$ cat config.mk
export PLATFORM = sky130hd
export DESIGN_NAME = instr_encoder_loader
export DESIGN_NICKNAME = d
export VERILOG_FILES = /design/src/rtl/instr_encoder_loader_pkg.sv /design/src/rtl/instr_encoder_loader_pack.sv /design/src/rtl/instr_encoder_loader.sv
export SDC_FILE = /design/constraint.sdc
export NUM_CORES = 1
export LEC_CHECK = 0
export ABC_CLOCK_PERIOD_IN_PS = 4100
export BUFFER_PORTS_ARGS = -buffer_cell sky130_fd_sc_hd__buf_4
export CORE_ASPECT_RATIO = 0.6
export CORE_MARGIN = 2
export CORE_UTILIZATION = 45
export DETAILED_ROUTE_END_ITERATION = 10
export GPL_ROUTABILITY_DRIVEN = 1
export GPL_TIMING_DRIVEN = 0
export PLACE_DENSITY = 0.73
export SYNTH_ARGS = -nofsm -noshare
export SYNTH_HDL_FRONTEND = slang
export SYNTH_SLANG_ARGS = --single-unit
$ cat constraint.sdc
create_clock -name clk -period 4.1 [get_ports clk]
set_input_delay 0.82 -clock clk [delete_from_list [all_inputs] [get_ports clk]]
set_output_delay 0.82 -clock clk [all_outputs]
set_load 0.02 [all_outputs]
$ cat src/rtl/instr_encoder_loader_pkg.sv
// Shared types and constants for the instruction encoder/loader.
package instr_encoder_loader_pkg;

  typedef enum logic [2:0] {
    FMT_R = 3'd0,
    FMT_I = 3'd1,
    FMT_S = 3'd2,
    FMT_B = 3'd3,
    FMT_U = 3'd4,
    FMT_J = 3'd5
  } fmt_e;

  localparam logic [6:0] OP_LOAD   = 7'b0000011;
  localparam logic [6:0] OP_IMM    = 7'b0010011;
  localparam logic [6:0] OP_STORE  = 7'b0100011;
  localparam logic [6:0] OP_LUI    = 7'b0110111;
  localparam logic [6:0] OP_BRANCH = 7'b1100011;
  localparam logic [6:0] OP_JAL    = 7'b1101111;

  localparam logic [1:0] ERR_NONE  = 2'd0;
  localparam logic [1:0] ERR_FMT   = 2'd1;
  localparam logic [1:0] ERR_RANGE = 2'd2;
  localparam logic [1:0] ERR_ALIGN = 2'd3;

  // Masks select the bits that must all match the sign for the imm to be encodable.
  localparam logic [31:0] MASK_IS = 32'hFFFF_F800;
  localparam logic [31:0] MASK_B  = 32'hFFFF_F000;
  localparam logic [31:0] MASK_J  = 32'hFFF0_0000;

  function automatic logic upper_same(input logic [31:0] v, input logic [31:0] mask);
    return ((v & mask) == mask) || ((v & mask) == 32'h0);
  endfunction

endpackage

$ cat src/rtl/instr_encoder_loader_pack.sv
// Combinational RV32I field packer: scatters imm into its format's bit slots and flags errors.
module instr_pack
  import instr_encoder_loader_pkg::*;
(
  input  logic [2:0]  fmt,
  input  logic [6:0]  opcode,
  input  logic [4:0]  rd,
  input  logic [4:0]  rs1,
  input  logic [4:0]  rs2,
  input  logic [2:0]  funct3,
  input  logic [6:0]  funct7,
  input  logic [31:0] imm,
  output logic [31:0] word,
  output logic [1:0]  err_code
);

  // Format select; alignment is checked before range so misalignment wins.
  always_comb begin
    word     = 32'h0;
    err_code = ERR_NONE;
    case (fmt)
      FMT_R: word = {funct7, rs2, rs1, funct3, rd, opcode};
      FMT_I: begin
        word = {imm[11:0], rs1, funct3, rd, opcode};
        if (!upper_same(imm, MASK_IS)) err_code = ERR_RANGE;
      end
      FMT_S: begin
        word = {imm[11:5], rs2, rs1, funct3, imm[4:0], opcode};
        if (!upper_same(imm, MASK_IS)) err_code = ERR_RANGE;
      end
      FMT_B: begin
        word = {imm[12], imm[10:5], rs2, rs1, funct3, imm[4:1], imm[11], opcode};
        if (imm[0])                        err_code = ERR_ALIGN;
        else if (!upper_same(imm, MASK_B)) err_code = ERR_RANGE;
      end
      FMT_U: begin
        word = {imm[31:12], rd, opcode};
        if (imm[11:0] != 12'h0) err_code = ERR_RANGE;
      end
      FMT_J: begin
        word = {imm[20], imm[10:1], imm[11], imm[19:12], rd, opcode};
        if (imm[0])                        err_code = ERR_ALIGN;
        else if (!upper_same(imm, MASK_J)) err_code = ERR_RANGE;
      end
      default: err_code = ERR_FMT;
    endcase
  end

endmodule

$ cat src/rtl/instr_encoder_loader.sv
// Program loader: encodes field bundles and writes them to imem at auto-incrementing addresses.
module instr_encoder_loader
  import instr_encoder_loader_pkg::*;
#(
  parameter logic [31:0] BASE_ADDR = 32'h0000_0000,
  parameter int unsigned DEPTH     = 256
) (
  input  logic                         clk,
  input  logic                         rst_n,
  input  logic                         start,
  input  logic                         in_valid,
  output logic                         in_ready,
  input  logic                         in_last,
  input  logic [2:0]                   in_fmt,
  input  logic [6:0]                   in_opcode,
  input  logic [4:0]                   in_rd,
  input  logic [4:0]                   in_rs1,
  input  logic [4:0]                   in_rs2,
  input  logic [2:0]                   in_funct3,
  input  logic [6:0]                   in_funct7,
  input  logic [31:0]                  in_imm,
  output logic                         mem_we,
  output logic [31:0]                  mem_addr,
  output logic [31:0]                  mem_wdata,
  output logic                         busy,
  output logic                         done,
  output logic                         full,
  output logic                         err,
  output logic [1:0]                   err_code,
  output logic [$clog2(DEPTH+1)-1:0]   word_count
);

  localparam int unsigned CW = $clog2(DEPTH + 1);

  typedef enum logic [1:0] {StIdle, StLoad, StDone, StFull} state_e;

  state_e         state_q, state_d;
  logic [31:0]    addr_q, addr_d;
  logic [CW-1:0]  cnt_q, cnt_d;
  logic           err_q, err_d, done_q, done_d, full_q, full_d, we_q, we_d;
  logic [1:0]     code_q, code_d;
  logic [31:0]    waddr_q, waddr_d, wdata_q, wdata_d;
  logic [31:0]    pack_word;
  logic [1:0]     pack_err;
  logic           full_pending, accept;

  instr_pack u_pack (
    .fmt      (in_fmt),
    .opcode   (in_opcode),
    .rd       (in_rd),
    .rs1      (in_rs1),
    .rs2      (in_rs2),
    .funct3   (in_funct3),
    .funct7   (in_funct7),
    .imm      (in_imm),
    .word     (pack_word),
    .err_code (pack_err)
  );

  // Next-state: session control, write staging and error/capacity bookkeeping.
  always_comb begin
    state_d      = state_q;
    addr_d       = addr_q;
    cnt_d        = cnt_q;
    err_d        = err_q;
    code_d       = code_q;
    done_d       = done_q;
    full_d       = full_q;
    we_d         = 1'b0;
    waddr_d      = waddr_q;
    wdata_d      = wdata_q;
    full_pending = (cnt_q == CW'(DEPTH));
    // start masks ready so a bundle offered in the start cycle is never consumed.
    in_ready     = (state_q == StLoad) && !full_pending && !start;
    accept       = in_valid && in_ready;
    if (start) begin
      state_d = StLoad;
      addr_d  = BASE_ADDR;
      cnt_d   = '0;
      err_d   = 1'b0;
      code_d  = ERR_NONE;
      done_d  = 1'b0;
      full_d  = 1'b0;
    end else if (accept) begin
      if (pack_err == ERR_NONE) begin
        we_d    = 1'b1;
        waddr_d = addr_q;
        wdata_d = pack_word;
        addr_d  = addr_q + 32'd4;
        cnt_d   = cnt_q + 1'b1;
        if (cnt_d == CW'(DEPTH)) begin
          full_d  = 1'b1;
          state_d = StFull;
        end
      end else begin
        err_d = 1'b1;
        if (!err_q) code_d = pack_err;
      end
      if (in_last) begin
        done_d = 1'b1;
        if (state_d != StFull) state_d = StDone;
      end
    end
  end

  // State and output registers; reset drops any staged write.
  always_ff @(posedge clk or negedge rst_n) begin
    if (!rst_n) begin
      state_q <= StIdle;
      addr_q  <= BASE_ADDR;
      cnt_q   <= '0;
      err_q   <= 1'b0;
      code_q  <= ERR_NONE;
      done_q  <= 1'b0;
      full_q  <= 1'b0;
      we_q    <= 1'b0;
      waddr_q <= 32'h0;
      wdata_q <= 32'h0;
    end else begin
      state_q <= state_d;
      addr_q  <= addr_d;
      cnt_q   <= cnt_d;
      err_q   <= err_d;
      code_q  <= code_d;
      done_q  <= done_d;
      full_q  <= full_d;
      we_q    <= we_d;
      waddr_q <= waddr_d;
      wdata_q <= wdata_d;
    end
  end

  assign mem_we     = we_q;
  assign mem_addr   = waddr_q;
  assign mem_wdata  = wdata_q;
  assign busy       = (state_q == StLoad);
  assign done       = done_q;
  assign full       = full_q;
  assign err        = err_q;
  assign err_code   = code_q;
  assign word_count = cnt_q;

endmodule

==> results.yml, run 1 <==
outcome:
  outcome: "finished clean"
sta:
  setup_viol: 0
  fmaxAchievable_ghz: 0.294
  fin_crit_sh_pct: 82.8
  whs_ns: 0.285
  slew_viol_final: 0
  finClkSkew_ns: 0.0112
  rsz0062_at_grt: "no"
  finalCriticalPeriod_ns: 3.40
  fin_setup_tns_ns: 0
  timing_hold_violations_final: 0
  slew_headroom_pct: 56.7
  worst_pin_slew_ns: 0.644
pwr:
  power.density_mw_per_mm2: 373
  ir_drop_uv: 248
  p_total_mw: 2.77
  p_leak_nw: 3.45
yosys:
  yosys_register_bits: 109
  ys_seq_area_share_pct: 47.1
  synthArstFlopShare_pct: 100
  synth_compound_area_share_pct: 17.2
  syn-cell-area_mm2: 0.00579
  synth-edff-count: 0
  yosysUniqueCellTypes: 61
  yosys.area_share.adder_pct: 0.648
  netlist_instances: 577
  postSynthAreaPerCell_um2: 10.0
  synth-xor-area-share_pct: 0.454
  synth-simple-area-share_pct: 16.7
  ys_warn_count: 0
  ys.flop_type: "dfrtp_1"
  synthMuxAreaShare_pct: 12.7
  synth_top_family_by_area: "compound AO/OA/AOI/OAI gates"
drt:
  detail_route.vias_per_cell: 5.90
  drt-total-wl_mm: 17.6
  first_iter_violations: 487
  first_pass_iters: 5
  ant_nets: 0
  route.detailed.wl_per_inst_um: 19.3
  num_vias: 5382
  drc_errors: 0
placed_design:
  port_buffers: 147
  dp.cells: 895
  gp_congestion: 0.990
  dp_hpwl_mm: 13.4
worst_setup_path:
  cpPeakStageDelay_ns: 0.54
  r2r_slack_ns: 0.98
  crit_fanout: 10
  worstSetupEndpointType: "register"
  crit_slowest_cell: "nor4bb_1"
  crit_path_cell_trace: "clkbuf_1 -> nor4bb_1 -> nor2b_1 -> nand2_1 -> clkbuf_1 -> clkbuf_1 -> o31ai_1 -> a21oi_1"
  reg2reg_depth: 8
  r2r_end: "addr_q[13]"
  crit_arrival_ns: 3.61
  rr_startpoint: "word_count[3]"
  path_class: "in2reg"
  cp_common_cell: "clkbuf_1"
  start_kind: "input pin"
  cp_data_required_time_ns: 4.31
die:
  die_area_mm2: 0.0138
  row_count: 32
  core-area_mm2: 0.0127
  die_h_um: 91.9
  num_io_pins: 153
  die-width_um: 150
  start_util_pct: 45.6
clocking:
  cts_tree: "done"
  ctsLongestPathBuffers: 2
  cts_buffers: 9
  postCtsHoldBufs: 0
  ctsResizeCount: 0
  root_buffer: "clkbuf_16"
  post_cts_buffers: 0
  clk_pin_slew_ns: 0.07
  clock_sinks: 109
  h-tree-depth: 3
  clk_latency_ns: 0.36
grt:
  overflow: 0
  grt_pass1_vias: 5095
  antenna_found_initial: 0
  grt_pass1_wl_mm: 27.9
  grt_max_degree: 110
  grt_usage_pct: 26.3
final_layout:
  layout_commonest_cell: "buf_4"
  drive_gt1_share_pct: 25.9
  area_delta_synth_final_pct: 28.2
  n_antenna_cell: 0
  final_core_util_pct: 58.5
  n_fill_cell: 1095
  final_cell_mix: "148 x buf_4, 109 x dfrtp_1, 51 x nand2_1, 51 x mux2_1, 47 x o21ai_0"
  seq_area_mm2: 0.00273
  instances_no_fill: 912
  nNetsFinal: 812
  multi_input_area_mm2: 0.00277
flow_run:
  maxCapViolCount: 0
min_path:
  hold_class: "in2async"
==> layer usage <==
metal  global-route usage [%]  part of all wire, %
met5                        0                    0
met4                     5.74                  1.2
met3                     5.92                  8.7
met2                     34.7                   41
met1                     43.1                   50
==> how the worst max path moves through the flow <==
stage / from / to / slack, ns
floorplan: in_imm[14] / mem_wdata[10] / 1.14
global placement: in_imm[22] / mem_wdata[26] / 0.48
detailed placement: start / addr_q[13] / 0.51
CTS: start / addr_q[13] / 0.87
global route: start / addr_q[13] / 0.65
finish: start / addr_q[13] / 0.70
==> worst max-delay path: cells and delay by family <==
family,cells,cell delay [ns]
and+or+nand+nor,3,1.44
buffers and inverters,3,0.91
AOI/OAI and AO/OA,2,0.44
==> cell type report <==
type / instances / share of cell area [%]
Sequential cell: 109 / 36.7
Clock buffer: 10 / 3.22
Tap cell: 170 / 2.86
Timing Repair Buffer: 148 / 15.3
Buffer: 38 / 2.68
Inverter: 27 / 1.36
Clock inverter: 6 / 0.607
Multi-Input combinational cell: 404 / 37.3
==> Yosys cell counts, types with 9 or more instances <==
master	count	share of area, %
dfrtp_1	109	47
mux2_1	51	9.9
nand2_1	51	3.3
o21ai_0	47	4.1
a21oi_1	41	3.5
clkbuf_1	27	1.8
inv_1	26	1.7
nor2_1	21	1.4
o31ai_1	17	2.2
or4_1	16	2.1
nand3_1	14	1.2
nand4_1	12	1.3
nor2b_1	12	1.3
nor4_1	10	1.1
nor3_1	9	0.78
==> flip-flops by register name, indices dropped and copies added (netlist names) <==
signal      flops
word_count      9
addr_q         30
mem_we          1
full            1
err_code        2
err             1
mem_addr       30
done            1
state_q         2
mem_wdata      32
==> through the flow <==
stage	area (um2)	setup WS [ns]
finish	7430	0.703
global route	7430	0.651
CTS	7390	0.872
detailed placement	7110	0.512
global placement	7110	0.478
floorplan	5790	1.14
==> logic make-up after synthesis <==
logic type / count (synthesis)
AND/OR/NAND/NOR: 178
AO/OA/AOI/OAI: 152
flip-flops: 109
multiplexers: 66
buffers and inverters: 65
adder cells (fa/ha/maj): 3
XOR/XNOR: 3
other: 1
==> report_power, final <==
group / total [mW] / switching [mW] / leakage (nW) / internal [mW]
registers: 1.24 / 0.0607 / 1.47 / 1.18
logic: 0.674 / 0.392 / 1.83 / 0.282
clock network: 0.852 / 0.418 / 0.143 / 0.434
Power figures use the tool's default switching activity.
==> run 2: changes to the inputs <==
Settings changed: ABC_CLOCK_PERIOD_IN_PS 4100 to 2800, PLACE_DENSITY 0.73 to 0.76.
Clock period 4.1 ns to 2.8 ns, I/O delays scaled along.
==> run 2 against run 1 <==
  * Critical path depth is 1 higher
  * Global-route usage is 0.42 points lower
  * Routed wire length is 0.90% lower
  * Die area stayed put
  * Via count is 1.0% lower
  * Critical endpoint is now word_count[5]
  * Sequential share of layout area is 0.33 points lower
  * Setup slack worse by 0.64 ns
  * Largest cell class unchanged
  * First-iteration DRC count is 11% higher
  * Clock skew is 0.0021 ns lower
==> results.yml, run 2 (synthesis results as in run 1) <==
drt:
  ant_nets: 0
  drc_errors: 0
  detail_route.vias_per_cell: 5.82
  first_iter_violations: 541
  route.detailed.wl_per_inst_um: 19.1
  drt-total-wl_mm: 17.5
  dr_wl_met2_mm: 7.20
  highest_layer: "met4"
  num_vias: 5327
  wl_met1_mm: 8.31
  first_pass_iters: 5
  wl_met3_mm: 1.75
grt:
  grt_pass1_wl_mm: 27.8
  grt_pass1_vias: 5140
  grt_max_degree: 110
  grt_usage_pct: 25.9
  antenna_found_initial: 0
  overflow: 0
pwr:
  switching_share_pct: 31.0
  p_leak_nw: 3.47
  pwr-share-seq_pct: 45.7
  clockPowerShare_pct: 29.5
  power.density_mw_per_mm2: 532
  ir_drop_uv: 298
  pwr-share-comb_pct: 24.8
  intPower_mw: 2.75
  p_sw_mw: 1.24
  p_total_mw: 3.99
sta:
  finClkSkew_ns: 0.00907
  slew_headroom_pct: 58.1
  slew_viol_final: 0
  fin_setup_tns_ns: 0
  rsz0062_at_grt: "yes"
  finalCriticalPeriod_ns: 2.74
  worst_pin_slew_ns: 0.628
  fmaxAchievable_ghz: 0.365
  setup_viol: 0
  timing_hold_violations_final: 0
  fin_crit_sh_pct: 97.9
placed_design:
  dp.cells: 895
  gp_congestion: 0.939
  dp_hpwl_mm: 13.1
  port_buffers: 147
worst_setup_path:
  crit_arrival_ns: 2.98
  worstSetupEndpointType: "register"
  path_class: "reg2reg"
  r2r_end: "word_count[5]"
  rr_startpoint: "word_count[1]"
  reg2reg_depth: 9
  endpoint: "word_count[5]"
  cp_data_required_time_ns: 3.03
  crit_fanout: 10
  r2r_slack_ns: 0.06
  start_kind: "register"
  critPathLaunch: "word_count[1]"
clocking:
  clock_sinks: 109
  h-tree-depth: 3
  ctsLongestPathBuffers: 2
  cts_buffers: 9
  cts_tree: "done"
  clk_pin_slew_ns: 0.07
  clk_latency_ns: 0.35
  root_buffer: "clkbuf_16"
final_layout:
  area_delta_synth_final_pct: 29.4
  largest_reg_flops: 32
  n_antenna_cell: 0
  instances_no_fill: 916
  n_fill_cell: 1086
  nNetsFinal: 817
  layout_commonest_cell: "buf_4"
  drive_gt1_share_pct: 27.7
  final_cell_mix: "152 x buf_4, 109 x dfrtp_1, 51 x mux2_1, 50 x nand2_1, 47 x o21ai_0"
flow_run:
  maxCapViolCount: 0
die:
  die_area_mm2: 0.0138
  start_util_pct: 45.6
  row_count: 32
  die-width_um: 150
  core-area_mm2: 0.0127
  die_h_um: 91.9
  num_io_pins: 153
outcome:
  outcome: "finished clean"
min_path:
  hold_class: "in2reg"
-- run 2: changes by cell type in the layout (fill, tap and decap cells not counted), moves of 2 or more --
cell / delta
buf_4: +4
clkbuf_1: -5
clkbuf_2: +6
clkinvlp_4: +2
-- run 2: repair_timing --
item,CTS,global route
endpoints found under the setup margin,33,97
hold buffers,0,1
setup buffers,1,3
gates resized for setup,2,20
pin swaps,1,2
hold endpoints to repair,0,7
-- run 2: layout make-up --
cell class                 count  area, um2  area share (%)
timing repair buffer         153       1170            15.7
clock buffer                  10        229            3.06
clock inverter                 5       37.5           0.501
sequential                   109       2730            36.4
multi-input combinational    404       2800            37.4
inverter                      27        104            1.39
buffer                        38        206            2.76
tap                          170        213            2.84
-- run 2: per-stage QoR --
step	utilization, %	hold WS [ns]	worst slack (ns)	area, um2
2_1_floorplan	-	0.264	0.0997	5790
3_3_place_gp	56.0	0.470	-0.397	7110
3_5_place_dp	56.0	0.477	-0.457	7110
4_1_cts	58.2	0.446	0.0152	7390
5_1_grt	59.0	0.461	-0.0544	7490
6_report	59.0	0.458	0.0586	7490
-- run 2: worst min path at each step --
stage / cells past startpoint / slack [ns] / startpoint / to
CTS: 3 / 0.45 / in_opcode[4] / mem_wdata[4]
detailed placement: 1 / 0.48 / mem_wdata[22] / mem_wdata[22]
global placement: 1 / 0.47 / mem_wdata[13] / mem_wdata[13]
global route: 3 / 0.46 / in_opcode[4] / mem_wdata[4]
finish: 3 / 0.46 / in_opcode[4] / mem_wdata[4]
floorplan: 0 / 0.26 / rst_n / addr_q[10]
-- run 2: layer usage --
metal | up-vias | global-route usage (%)
met4 | 0 | 5.58
met2 | 272 | 35.4
met3 | 25 | 7.76
met1 | 2575 | 40.1
met5 | - | 0
li1 | 2455 | -
-- run 2: critical path, cell delays in order (launching register included) --
cell and delay (ns):
dfrtp_1 0.45, inv_1 0.11, ha_1 0.15, or4bb_1 0.44, nor2_1 0.26, nor2b_4 0.12, nand2_2 0.21, clkbuf_1 0.47
nor3_1 0.13, a221o_1 0.29
-- run 2: power by group through the flow --
stage	clock, mW	combinational, mW	sequential, mW
floorplan	0	0.284	2.03
global placement	0	0.963	1.84
detailed placement	0	0.972	1.85
CTS	1.21	0.979	1.82
global route	1.26	1.06	1.84
finish	1.18	0.990	1.82
==> run 3: changes to the inputs <==
Settings changed: CELL_PAD_IN_SITES_DETAIL_PLACEMENT set to 1, CELL_PAD_IN_SITES_GLOBAL_PLACEMENT set to 2, CORE_UTILIZATION 45 to 29, PLACE_DENSITY 0.76 to 0.79.
==> run 3 against run 2 <==
  * Flip-flop and latch count stayed put
  * First-iteration DRC count shrank 48%
  * Setup slack improved by 0.058 ns
  * Hold slack worse by 0.43 ns
  * Global-route usage fell by 6.6 points
  * Clock skew is essentially flat
  * Critical endpoint is now addr_q[5]
==> results.yml, run 3 (synthesis results as in run 1) <==
clocking:
  postCtsHoldBufs: 0
  root_buffer: "clkbuf_16"
  clk_pin_slew_ns: 0.08
  h-tree-depth: 3
  clock_sinks: 109
  cts_tree: "done"
  ctsLongestPathBuffers: 2
  clk_latency_ns: 0.36
  cts_buffers: 9
final_layout:
  final_cell_mix: "159 x buf_4, 109 x dfrtp_1, 51 x mux2_1, 50 x nand2_1, 47 x o21ai_0"
  nNetsFinal: 823
  layout_commonest_cell: "buf_4"
  instances_no_fill: 1019
  largest_reg_flops: 32
  drive_gt1_share_pct: 29.5
  fin_area_mm2: 0.00774
  area_delta_synth_final_pct: 33.7
  n_antenna_cell: 0
  n_fill_cell: 2222
flow_run:
  maxCapViolCount: 0
drt:
  detail_route.vias_per_cell: 5.22
  route.detailed.wl_per_inst_um: 19.8
  first_iter_violations: 281
  drc_errors: 0
  drt-total-wl_mm: 20.1
  num_vias: 5322
  ant_nets: 0
  first_pass_iters: 4
sta:
  setup_viol: 0
  worst_pin_slew_ns: 0.634
  slew_headroom_pct: 57.4
  fin_crit_sh_pct: 95.8
  fmaxAchievable_ghz: 0.373
  slew_viol_final: 0
  fin_setup_tns_ns: 0
  finalCriticalPeriod_ns: 2.68
  rsz0062_at_grt: "yes"
  timing_hold_violations_final: 0
  finClkSkew_ns: 0.00868
die:
  num_io_pins: 153
  die_area_mm2: 0.0212
  die_h_um: 113
  row_count: 39
  start_util_pct: 30.0
  core-area_mm2: 0.0193
  die-width_um: 186
placed_design:
  gp_congestion: 0.848
  placed_cell_area_mm2: 0.00726
  dp_hpwl_mm: 15.3
  port_buffers: 147
  dp.cells: 992
grt:
  grt_use_met1_pct: 29.2
  grt_max_degree: 93
  busiest_layer: "met1"
  gr-usage-met3_pct: 4.46
  use_met2_pct: 27.7
  grt_pass1_wl_mm: 32.0
  overflow: 0
  grt_pass1_vias: 5593
  antenna_found_initial: 0
  grt_usage_pct: 19.3
worst_setup_path:
  crit_arrival_ns: 2.90
  cpPeakStageDelay_ns: 0.57
  cp_common_cell: "o211ai_1"
  crit_path_cell_trace: "buf_4 -> or4_1 -> o211ai_1 -> a221o_1 -> o211ai_1 -> buf_2 -> clkbuf_4 -> o311ai_0 -> o31ai_1"
  cp_data_required_time_ns: 3.02
  worstSetupEndpointType: "register"
  crit_fanout: 10
  crit_slowest_cell: "or4_1"
  start_kind: "input pin"
  path_class: "in2reg"
min_path:
  hold_class: "in2async"
pwr:
  power.density_mw_per_mm2: 543
  p_leak_nw: 3.53
  ir_drop_uv: 316
outcome:
  outcome: "finished clean"
==> run 3: cell count changes in the layout (fill, tap and decap cells not counted), sizes merged <==
cell	before	now
buf	163	169
bufinv	0	1
clkbuf	37	38
clkinv	2	3
clkinvlp	2	1
dlygate4sd3	1	0
==> run 3: worst max-delay path, delay by kind of cell <==
family	cells	cell delay, ns
compound gates	5	1.15
buf+inv	3	0.62
simple gates	1	0.57
==> run 3: timing repair <==
action | CTS | global route
pin swaps | 1 | 7
resized for setup | 7 | 25
setup endpoints to repair | 51 | 88
setup buffers | 2 | 9
==> run 3: cell type report <==
cell class	count	area (um2)	area share, %
Clock inverter	6	71.3	0.921
Timing Repair Buffer	159	1220	15.7
Sequential cell	109	2730	35.2
Buffer	38	214	2.76
Inverter	27	104	1.34
Tap cell	266	333	4.30
Multi-Input combinational cell	404	2840	36.6
Clock buffer	10	239	3.09
==> run 3: metal layers <==
metal	vias up	share of wire (%)
met4	0	1.0
li1	2465	-
met1	2717	51
met2	122	43
met5	-	0
met3	18	4.9
==> run 3: metrics by stage <==
stage / total power, mW / util, % / worst slack, ns / hold WS, ns
finish: 4.21 / 40.2 / 0.117 / 0.0255
CTS: 4.25 / 39.5 / 0.0206 / 0.0198
global placement: 2.82 / 37.5 / -0.522 / 0.470
global route: 4.40 / 40.2 / -0.0797 / 0.0236
detailed placement: 2.86 / 37.7 / -0.546 / 0.410
floorplan: 2.31 / - / 0.0997 / 0.264
==> run 3: final timing paths <==
check | startpoint | endpoint | slack, ns | cells after the start
setup / recovery | in_imm[17] | addr_q[5] | 0.12 | 9
hold / removal | rst_n | mem_wdata[26] | 0.03 | 1
setup reg to reg | word_count[3] | mem_addr[16] | 0.14 | 8
hold reg to reg | mem_wdata[15] | mem_wdata[15] | 0.49 | 1
max in group asynchronous | rst_n | mem_wdata[21] | 2.04 | 2
min in group clk | in_opcode[2] | mem_wdata[2] | 0.46 | 3
==> run 3: report_power, final <==
group          total [mW]  internal [mW]  switching [mW]
Sequential           1.82           1.73          0.0927
Clock                1.36          0.728           0.632
Combinational        1.02          0.430           0.593
